`config.mk`:
```
export PLATFORM = sky130hd
export DESIGN_NAME = dds_tune_ctrl_flat
export DESIGN_NICKNAME = d
export VERILOG_FILES = /design/src/rtl/dds_tune_ctrl_if.sv /design/src/rtl/dds_tune_ctrl.sv /design/src/flat_wrapper.sv
export SDC_FILE = /design/constraint.sdc
export NUM_CORES = 1
export LEC_CHECK = 0
export ABC_AREA = 1
export BUFFER_PORTS_ARGS = -buffer_cell sky130_fd_sc_hd__buf_2
export CORE_UTILIZATION = 24
export CTS_BUF_LIST = sky130_fd_sc_hd__clkbuf_4 sky130_fd_sc_hd__clkbuf_8
export DETAILED_ROUTE_END_ITERATION = 8
export GPL_TIMING_DRIVEN = 0
export SYNTH_ARGS = -nofsm -noshare
export SYNTH_HDL_FRONTEND = slang
export SYNTH_SLANG_ARGS = --single-unit
```
`constraint.sdc`:
```
create_clock -name REF_Clk -period 4.5 [get_ports REF_Clk]
set_input_delay 0.9 -clock REF_Clk [delete_from_list [all_inputs] [get_ports REF_Clk]]
set_output_delay 0.9 -clock REF_Clk [all_outputs]
set_load 0.02 [all_outputs]
```
`src/rtl/dds_tune_ctrl_if.sv`:
```
// Handshake bundle between the frequency comparator and the DDS tuning controller.
// The comparator side drives window position and verdicts; the controller side
// returns the synthesized clock, tuning word and loop status.
interface dds_tune_ctrl_if #(
    parameter int unsigned ACC_W = 24
);
    logic             Enable;
    logic [7:0]       Time_Frame;
    logic             Slow;
    logic             Fast;
    logic             DDS_Out;
    logic [ACC_W-1:0] FTW;
    logic             Tune_Valid;
    logic             Locked;
    logic [1:0]       State;

    modport master (
        output Enable, Time_Frame, Slow, Fast,
        input  DDS_Out, FTW, Tune_Valid, Locked, State
    );

    modport slave (
        input  Enable, Time_Frame, Slow, Fast,
        output DDS_Out, FTW, Tune_Valid, Locked, State
    );
endinterface

```
`src/rtl/dds_tune_ctrl.sv`:
```
// DDS tuning controller: turns per-window Slow/Fast verdicts into tuning-word
// updates (binary-step acquisition, unit-step tracking, lock detection) and runs
// the phase accumulator whose MSB is DDS_Out.
// Optional build macro DDS_DITHER_EN adds LFSR dither to the accumulator increment.
module dds_tune_ctrl #(
    parameter int unsigned      ACC_W     = 24,
    parameter logic [ACC_W-1:0] FTW_INIT  = 24'h100000,
    parameter logic [ACC_W-1:0] FTW_MIN   = 24'h000100,
    parameter logic [ACC_W-1:0] FTW_MAX   = 24'h7FFFFF,
    parameter logic [ACC_W-1:0] STEP_INIT = 24'h010000,
    parameter int unsigned      LOCK_CNT  = 4,
    parameter logic [7:0]       SAMPLE_TF = 8'd35
) (
    input logic             REF_Clk,
    input logic             Reset_N,
    dds_tune_ctrl_if.slave  bus
);

    localparam logic [1:0] ST_IDLE   = 2'd0;
    localparam logic [1:0] ST_ACQ    = 2'd1;
    localparam logic [1:0] ST_TRACK  = 2'd2;
    localparam logic [1:0] ST_LOCKED = 2'd3;

    localparam logic [1:0] DIR_NONE = 2'd0;
    localparam logic [1:0] DIR_UP   = 2'd1;
    localparam logic [1:0] DIR_DN   = 2'd2;

    localparam logic [3:0]       LockCnt = 4'(LOCK_CNT);
    localparam logic [ACC_W-1:0] OneStep = ACC_W'(1);

    logic [ACC_W-1:0] acc_q, acc_d;
    logic [ACC_W-1:0] ftw_q, ftw_d;
    logic [ACC_W-1:0] step_q, step_d;
    logic [3:0]       bal_q, bal_d;
    logic [1:0]       dir_q, dir_d;
    logic [1:0]       state_q, state_d;
    logic [7:0]       tf_q, tf_d;
    logic             locked_q, locked_d;
    logic             valid_q, valid_d;

    logic             sample_evt, v_up, v_dn, v_bal, reverse;
    logic [ACC_W-1:0] step_half, step_eff;
    logic [3:0]       bal_inc;

    // Move the tuning word by delta, saturating to [FTW_MIN, FTW_MAX] instead of wrapping.
    function automatic logic [ACC_W-1:0] sat_step(input logic [ACC_W-1:0] base,
                                                  input logic [ACC_W-1:0] delta,
                                                  input logic             up);
        logic [ACC_W:0] r;
        if (up) begin
            r = {1'b0, base} + {1'b0, delta};
            if (r > {1'b0, FTW_MAX}) return FTW_MAX;
        end else begin
            r = {1'b0, base} - {1'b0, delta};
            // bit ACC_W set means the subtraction borrowed (went negative)
            if (r[ACC_W] || (r < {1'b0, FTW_MIN})) return FTW_MIN;
        end
        return r[ACC_W-1:0];
    endfunction

    // Sample-edge detect and verdict decode.
    always_comb begin
        tf_d       = bus.Time_Frame;
        sample_evt = (bus.Time_Frame == SAMPLE_TF) && (tf_q != SAMPLE_TF);
        v_up       = bus.Slow & ~bus.Fast;
        v_dn       = bus.Fast & ~bus.Slow;
        v_bal      = ~bus.Slow & ~bus.Fast;
        reverse    = (v_up && (dir_q == DIR_DN)) || (v_dn && (dir_q == DIR_UP));
        step_half  = (step_q > OneStep) ? (step_q >> 1) : OneStep;
        step_eff   = reverse ? step_half : step_q;
        bal_inc    = (bal_q == 4'hF) ? bal_q : bal_q + 4'd1;
    end

    // Tuning state machine; Tune_Valid marks every processed sample event.
    always_comb begin
        state_d  = state_q;
        ftw_d    = ftw_q;
        step_d   = step_q;
        bal_d    = bal_q;
        dir_d    = dir_q;
        locked_d = locked_q;
        valid_d  = 1'b0;
        if ((state_q != ST_IDLE) && !bus.Enable) begin
            // Dropping Enable wins over a coincident sample event.
            state_d  = ST_IDLE;
            locked_d = 1'b0;
        end else if (state_q == ST_IDLE) begin
            if (bus.Enable) begin
                state_d = ST_ACQ;
                step_d  = STEP_INIT;
                dir_d   = DIR_NONE;
                bal_d   = 4'd0;
            end
        end else if (sample_evt) begin
            valid_d = 1'b1;
            case (state_q)
                ST_ACQ: begin
                    if (v_up || v_dn) begin
                        step_d = step_eff;
                        ftw_d  = sat_step(ftw_q, step_eff, v_up);
                        dir_d  = v_up ? DIR_UP : DIR_DN;
                        bal_d  = 4'd0;
                    end else if (v_bal) begin
                        bal_d = bal_inc;
                    end else begin
                        bal_d = 4'd0;
                    end
                    if (step_d == OneStep) begin
                        state_d = ST_TRACK;
                        bal_d   = 4'd0;
                    end
                end
                ST_TRACK: begin
                    if (v_up || v_dn) begin
                        ftw_d = sat_step(ftw_q, OneStep, v_up);
                        bal_d = 4'd0;
                    end else if (v_bal) begin
                        bal_d = bal_inc;
                        if (bal_inc >= LockCnt) begin
                            state_d  = ST_LOCKED;
                            locked_d = 1'b1;
                        end
                    end else begin
                        bal_d = 4'd0;
                    end
                end
                ST_LOCKED: begin
                    if (v_up || v_dn) begin
                        ftw_d    = sat_step(ftw_q, OneStep, v_up);
                        state_d  = ST_TRACK;
                        locked_d = 1'b0;
                        bal_d    = 4'd0;
                    end else if (!v_bal) begin
                        bal_d = 4'd0;
                    end
                end
                default: ;
            endcase
        end
    end

`ifdef DDS_DITHER_EN
    logic [15:0] lfsr_q, lfsr_d;

    // Fibonacci LFSR x^16+x^14+x^13+x^11+1; low nibble dithers the phase increment.
    always_comb begin
        lfsr_d = {lfsr_q[14:0], lfsr_q[15] ^ lfsr_q[13] ^ lfsr_q[12] ^ lfsr_q[10]};
        acc_d  = acc_q + ftw_q + {{(ACC_W-4){1'b0}}, lfsr_q[3:0]};
    end

    // Dither generator state.
    always_ff @(posedge REF_Clk) begin
        if (!Reset_N) lfsr_q <= 16'hACE1;
        else          lfsr_q <= lfsr_d;
    end
`else
    // Plain phase accumulator step.
    always_comb begin
        acc_d = acc_q + ftw_q;
    end
`endif

    // Controller and accumulator state; reset is synchronous.
    always_ff @(posedge REF_Clk) begin
        if (!Reset_N) begin
            acc_q    <= '0;
            ftw_q    <= FTW_INIT;
            step_q   <= STEP_INIT;
            bal_q    <= 4'd0;
            dir_q    <= DIR_NONE;
            state_q  <= ST_IDLE;
            tf_q     <= 8'd0;
            locked_q <= 1'b0;
            valid_q  <= 1'b0;
        end else begin
            acc_q    <= acc_d;
            ftw_q    <= ftw_d;
            step_q   <= step_d;
            bal_q    <= bal_d;
            dir_q    <= dir_d;
            state_q  <= state_d;
            tf_q     <= tf_d;
            locked_q <= locked_d;
            valid_q  <= valid_d;
        end
    end

    // Output mapping.
    always_comb begin
        bus.DDS_Out    = acc_q[ACC_W-1];
        bus.FTW        = ftw_q;
        bus.Tune_Valid = valid_q;
        bus.Locked     = locked_q;
        bus.State      = state_q;
    end

endmodule

```
`src/flat_wrapper.sv`:
```
// flat-port wrapper written by rule: the top's interface ports become plain ports
module dds_tune_ctrl_flat 
#(
    parameter int unsigned      ACC_W     = 24,
    parameter logic [ACC_W-1:0] FTW_INIT  = 24'h100000,
    parameter logic [ACC_W-1:0] FTW_MIN   = 24'h000100,
    parameter logic [ACC_W-1:0] FTW_MAX   = 24'h7FFFFF,
    parameter logic [ACC_W-1:0] STEP_INIT = 24'h010000,
    parameter int unsigned      LOCK_CNT  = 4,
    parameter logic [7:0]       SAMPLE_TF = 8'd35
)
  (REF_Clk, Reset_N, bus_Enable, bus_Time_Frame, bus_Slow, bus_Fast, bus_DDS_Out, bus_FTW, bus_Tune_Valid, bus_Locked, bus_State);
  dds_tune_ctrl_if #(.ACC_W(ACC_W)) bus_i ();
  input logic REF_Clk;
  input logic Reset_N;
  input wire logic [$bits(bus_i.Enable)-1:0] bus_Enable;
  input wire logic [$bits(bus_i.Time_Frame)-1:0] bus_Time_Frame;
  input wire logic [$bits(bus_i.Slow)-1:0] bus_Slow;
  input wire logic [$bits(bus_i.Fast)-1:0] bus_Fast;
  output wire logic [$bits(bus_i.DDS_Out)-1:0] bus_DDS_Out;
  output wire logic [$bits(bus_i.FTW)-1:0] bus_FTW;
  output wire logic [$bits(bus_i.Tune_Valid)-1:0] bus_Tune_Valid;
  output wire logic [$bits(bus_i.Locked)-1:0] bus_Locked;
  output wire logic [$bits(bus_i.State)-1:0] bus_State;
  assign bus_i.Enable = bus_Enable;
  assign bus_i.Time_Frame = bus_Time_Frame;
  assign bus_i.Slow = bus_Slow;
  assign bus_i.Fast = bus_Fast;
  assign bus_DDS_Out = bus_i.DDS_Out;
  assign bus_FTW = bus_i.FTW;
  assign bus_Tune_Valid = bus_i.Tune_Valid;
  assign bus_Locked = bus_i.Locked;
  assign bus_State = bus_i.State;
  dds_tune_ctrl #(.ACC_W(ACC_W), .FTW_INIT(FTW_INIT), .FTW_MIN(FTW_MIN), .FTW_MAX(FTW_MAX), .STEP_INIT(STEP_INIT), .LOCK_CNT(LOCK_CNT), .SAMPLE_TF(SAMPLE_TF)) u_core (.REF_Clk(REF_Clk), .Reset_N(Reset_N), .bus(bus_i));
endmodule
```
---- Word level (Yosys, flattened, before mapping) ----
Index checks and enable logic that the tools add are counted.
operators by class
  bitwise gates (word level) .............. 8
  equality and inequality tests ........... 22
  add/sub/neg operators ................... 6
  order comparisons ....................... 6
  reductions and logical operators ........ 25
  mux-type cells .......................... 77
operators by type and width
  kind                                                          number
  two-way mux 24 bit                                            24
  one-hot mux 24 bit (3 select lines)                           1
  > comparator 25 x 23 -> 1 bit (second input constant)         2
  less-than comparator 25 x 9 -> 1 bit (second input constant)  2
  two-way mux 4 bit                                             9
  two-way mux 2 bit                                             14
  adder 24 x 1 -> 25 bit (second input constant)                1
  adder 24 x 24 -> 25 bit                                       1
  two-way mux 1 bit                                             25
  subtractor 24 x 1 -> 25 bit (second input constant)           1
  subtractor 24 x 24 -> 25 bit                                  1
  adder 24 bit                                                  1
  == test 24 x 1 -> 1 bit (second input constant)               1
  > comparator 24 x 1 -> 1 bit (second input constant)          1
  two-way mux 23 bit                                            1
  AND reduction 7 bit                                           2
  != test 3 x 1 -> 1 bit (second input constant)                4
  one-hot mux 4 bit (3 select lines)                            1
  != test 2 x 1 -> 1 bit (second input constant)                5
  AND reduction 5 bit                                           2
  nonzero test 2 bit                                            5
  == test 8 x 6 -> 1 bit (second input constant)                1
  != test 8 x 6 -> 1 bit (second input constant)                1
  AND reduction 8 bit                                           1
  21 further kinds                                              37
word-level totals
  word-level logic and storage cells ...... 153
  output and inout port bits .............. 29
  input port bits ......................... 13
  bits in registers ....................... 90

---- Depth between registers and ports, before layout ----
  depth in word-level cells ............... 18
  gate-level depth with buffers ........... 33
  gate-level depth less buffers ........... 29

---- Worst setup path before layout ----
No wires, ideal clock.
  path kind ............................... input -> register
  start ................................... input bus_Fast
  end ..................................... register u_core.ftw_q[10] (netlist: u_core.bus.FTW[10])
  cell stages on the path ................. 25
  buffers on the path ..................... 3
  arrival time ............................ 4113 ps
  data required time ...................... 4361 ps
  slack ................................... 248 ps
  setup time .............................. 139 ps
  cells stage by stage .................... inv_1 -> ha_1 -> clkbuf_8 -> nand3_1 -> nand2_1 -> inv_1 -> clkbuf_1 -> nor2_1 -> a21oi_1 -> inv_1 -> ha_1 -> nand3_1 -> nand2_1 -> a21oi_1 -> o21ai_1 -> nand3_1 -> nand3_1 -> nand2_1 -> nand3_1 -> nand2_1 -> a21oi_2 -> clkbuf_1 -> nand2_1 -> nand2_1 -> a21oi_2
between the ends
  word-level cells in the longest chain between the ends .. 18
  elaborated cells between the ends (all ways) .. 46
  classes of those cells .................. 2 x add/sub; 2 x order compare; 3 x eq/ne; 30 x mux; 3 x bitwise; 6 x reduce/logical
ends and longest elaborated chain
  element                               line                  RTL
  start: declaration                    flat_wrapper.sv:19    input wire logic [$bits(bus_i.Fast)-1:0] bus_Fast;
  NOT 1 bit                             dds_tune_ctrl.sv:65   v_up = bus.Slow & ~bus.Fast;
  AND 1 bit                             dds_tune_ctrl.sv:65
  logical AND 1 bit                     dds_tune_ctrl.sv:68   reverse = (v_up && (dir_q == DIR_DN)) || (v_dn && (dir_q == DIR_UP));
  logical OR 1 bit                      dds_tune_ctrl.sv:68
  two-way mux 24 bit                    dds_tune_ctrl.sv:70   step_eff = reverse ? step_half : step_q;
  subtractor 24 x 24 -> 25 bit          dds_tune_ctrl.sv:54   r = {1'b0, base} - {1'b0, delta};
  less-than comparator 25 x 9 -> 1 bit  dds_tune_ctrl.sv:56   if (r[ACC_W] || (r < {1'b0, FTW_MIN})) return FTW_MIN;
  logical OR 1 bit                      dds_tune_ctrl.sv:56
  [2 not listed]                        n/a
  two-way mux 1 bit                     dds_tune_ctrl.sv:98   if (v_up || v_dn) begin
  two-way mux 1 bit                     dds_tune_ctrl.sv:96   case (state_q)
  two-way mux 1 bit                     dds_tune_ctrl.sv:94   end else if (sample_evt) begin
  two-way mux 1 bit                     dds_tune_ctrl.sv:87   end else if (state_q == ST_IDLE) begin
  two-way mux 1 bit                     dds_tune_ctrl.sv:83   if ((state_q != ST_IDLE) && !bus.Enable) begin
  two-way mux 24 bit                    dds_tune_ctrl.sv:58   return r[ACC_W-1:0];
  two-way mux 24 bit                    dds_tune_ctrl.sv:98
  one-hot mux 24 bit (3 select lines)   dds_tune_ctrl.sv:96
  end signal: assignment                dds_tune_ctrl.sv:177  ftw_q <= ftw_d;
  end: declaration                      dds_tune_ctrl.sv:32   logic [ACC_W-1:0] ftw_q, ftw_d;
Parallel ways exist; a longest one is shown, timed or not. The select of a mux whose other input is x is not followed.
A chain may end at the register's enable or synchronous reset.

---- Final worst setup path ----
  start ................................... input bus_Fast
  end ..................................... register u_core.ftw_q[16] (netlist: u_core.bus.FTW[16])
The elaborated chain is that of the path after synthesis.

==> run_results.csv <==
group,metric,value,unit
run_status,outcome,"finished clean",
clock_network,cts-root-buf,"clkbuf_8",
synthesis,yosysUniqueCellTypes,53,
synthesis,syn-instance-count,1869,
route,drcViolationCount,0,
clock_network,clk_latency,0.40,ns
sta,fin_worst_skew,0.0136,ns
synthesis,synth_compound_area_share,18.2,%
setup_path,max_stage_delay,0.42,ns
placed_design,place.gp.congestion,0.952,
placed_design,placed_area,11800,µm²
sta,slew_violations,0,
sta,postLayoutSetupSlackWorst,0.162,ns
synthesis,synth_area,10800,µm²
finish,layout_commonest_cell,"nand2_1",
setup_path,reg2reg_depth,25,
setup_path,end_kind,"register",
setup_path,critPathRequiredTime,4.76,ns
finish,syn2layout_area_growth,15.0,%
min_path,min_to,"u_core.step_q[0]",
clock_network,postCtsHoldBufs,0,
synthesis,async_flop_share,0,%
synthesis,synth_xor_area_share,3.40,%
floorplanning,core_area,44300,µm²
setup_path,r2r-start,"u_core.step_q[9]",
route,drt_iter0_markers,1058,
clock_network,cts_made_buffers,9,
run,maxCapViolCount,0,
route,first_pass_iters,5,
synthesis,synth_top_family_by_area,"simple AND/OR/NAND/NOR gates",
clock_network,htreeDepth,3,
route,drt_wl_total,39300,µm
clock_network,clk_pin_slew,0.09,ns
setup_path,cp-start-kind,"primary input",
finish,final_core_util,28.1,%
finish,nNetsFinal,2041,
synthesis,synth-seq-cells,90,
global_route,grt_pass1_wl,60800,µm
floorplanning,die_w,214,µm
clock_network,cts_tree,"done",
finish,stdcell_area,12400,µm²
global_route,grt_pass1_vias,11200,
setup_path,r2r-end,"u_core.bus.FTW[16]",
setup_path,worst_path_most_repeated_cell,"nand2_1",
synthesis,ys_warn_count,0,
finish,mostFrequentLayoutCells,"527 x nand2_1, 246 x inv_1, 197 x nor2_1",
synthesis,muxShareOfSynthArea,0.370,%
floorplanning,die-area,45900,µm²
placed_design,hpwl,31500,µm
setup_path,critPathSlowestCell,"fa_2",
synthesis,synthAdderAreaFrac,11.1,%
finish,antenna_cells,0,
setup_path,crit_fanout,10,
placed_design,place_ws,-1.26,ns
route,viasPerCell,4.86,
power,vdd_ir_drop_max,0.129,mV
sta,fin_crit,4.34,ns
floorplanning,io_pins,42,
setup_path,crit_arrival,4.60,ns
sta,setup-violations-final,0,
synthesis,yosys.area_share.simple,37.7,%
synthesis,synth_nets,1976,
route,ant_nets,0,
sta,fmax,0.231,GHz
setup_path,criticalPathCategory,"primary input to register",
global_route,antenna_found_initial,0,
route,vias,12300,
sta,slew_headroom,47.6,%
min_path,hold_class,"register to register",
placed_design,portBuffers,41,
finish,drive_gt1_share,11.6,%
sta,fin_tns_setup,0,ns
min_path,min_from,"u_core.step_q[0]",
sta,post-route-period-util,96.4,%
global_route,grt.total_usage,16.7,%
setup_path,r2r_slack,0.46,ns
min_path,hold_path_depth,2,
clock_network,clock_tree.buffer_depth,2,
power,cellPowerDensity,191,nW/µm²
clock_network,clock-sinks,90,
global_route,grt_start_max_net_pins,16,
global_route,grt-ovfl-total,0,
floorplanning,num_rows,77,
sta,hold_viol_final,0,
synthesis,ys_seq_area_share,16.7,%
finish,fillers,5060,
route,wl_per_cell,15.5,µm
synthesis,synth_area_per_cell,5.79,µm²
synthesis,synth-edff-count,0,
power,p_leak,6.01,nW
floorplanning,initial_utilization,24.4,%
sta,tightest_slew,0.784,ns
floorplanning,die_height,214,µm
synthesis,yosys_most_used_dff,"dfxtp_1",
-- cells in the mapped netlist (all sizes together), types with 10 or more instances --
cell | instances | area share, %
nand2 | 553 | 20
inv | 251 | 8.7
nor2 | 218 | 8.0
a21oi | 171 | 8.6
nand3 | 127 | 6.2
o21ai | 119 | 5.5
ha | 91 | 11
dfxtp | 90 | 17
buf | 38 | 2.3
xor2 | 35 | 2.8
clkbuf | 29 | 1.3
nand4 | 25 | 1.4
nor3 | 18 | 0.88
nor4 | 12 | 0.69
o21bai | 10 | 0.69
-- worst max path at each step --
stage	cells after the start	start	end
floorplan	25	bus_Fast	u_core.bus.FTW[10]
detailed placement	29	bus_Fast	u_core.bus.FTW[9]
global route	29	bus_Fast	u_core.bus.FTW[10]
finish	29	bus_Fast	u_core.bus.FTW[16]
CTS	33	bus_Fast	u_core.bus.FTW[16]
global placement	28	bus_Fast	u_core.bus.FTW[9]
-- metrics by stage --
step / hold slack, ns / power [mW] / std cells
finish: 0.476 / 2.38 / 2531
CTS: 0.474 / 2.32 / 2520
floorplan: 0.443 / 1.48 / 1869
global placement: 0.456 / 1.72 / 2502
global route: 0.513 / 2.55 / 2531
detailed placement: 0.460 / 1.73 / 2502
-- worst max-delay path, delay by kind of cell --
family          cells  cell delay (ns)
fa+ha+maj           3             0.84
compound gates      2             0.33
buf+inv             7             0.78
simple gates       17             1.71
-- layer usage --
layer	part of all wire [%]	global-route usage, %	wire length [µm]	up-vias
li1	-	-	-	6166
met1	47	23.2	18500	5673
met2	44	27.0	17300	421
met3	6.0	1.49	2360	51
met4	2.8	5.24	1110	0
met5	0	0	0	-
-- what timing repair did --
action / in CTS / in global routing
setup endpoints to repair: 24 / 24
gates cloned: 0 / 2
resized for setup: 37 / 64
pin swaps: 3 / 16
buffers inserted: 2 / 9
hold endpoints to repair: 0 / 0
-- power breakdown --
part / internal (mW) / total [mW] / switching, mW
Clock: 0.216 / 0.552 / 0.336
Combinational: 0.311 / 0.991 / 0.680
Sequential: 0.821 / 0.836 / 0.0149
-- flip-flops by register name, summed over array words and instances (netlist names) --
signal and flops:
u_core.bal_q 4, u_core.bus.State 2, u_core.bus.Locked 1, u_core.bus.FTW 24, u_core.dir_q 2, u_core.step_q 24
u_core.acc_q 24, u_core.tf_q 8, u_core.bus.Tune_Valid 1
-- cell type report --
cell class	instances	area [µm²]	share of cell area (%)
inverter	251	945	7.60
timing repair buffer	54	337	2.71
tap	592	741	5.96
clock buffer	10	138	1.11
clock inverter	6	40.0	0.322
multi-input combinational	1458	7960	64.0
sequential	90	1800	14.5
buffer	70	477	3.83
-- logic make-up after synthesis --
| kind of cell | after synthesis |
|---|---|
| and+or+nand+nor | 967 |
| muxes | 4 |
| DFF | 90 |
| AOI/OAI and AO/OA | 351 |
| adders and majority gates | 94 |
| xor gates and xnor gates | 42 |
| buffers and inverters | 321 |
Power figures use the tool's default switching activity.
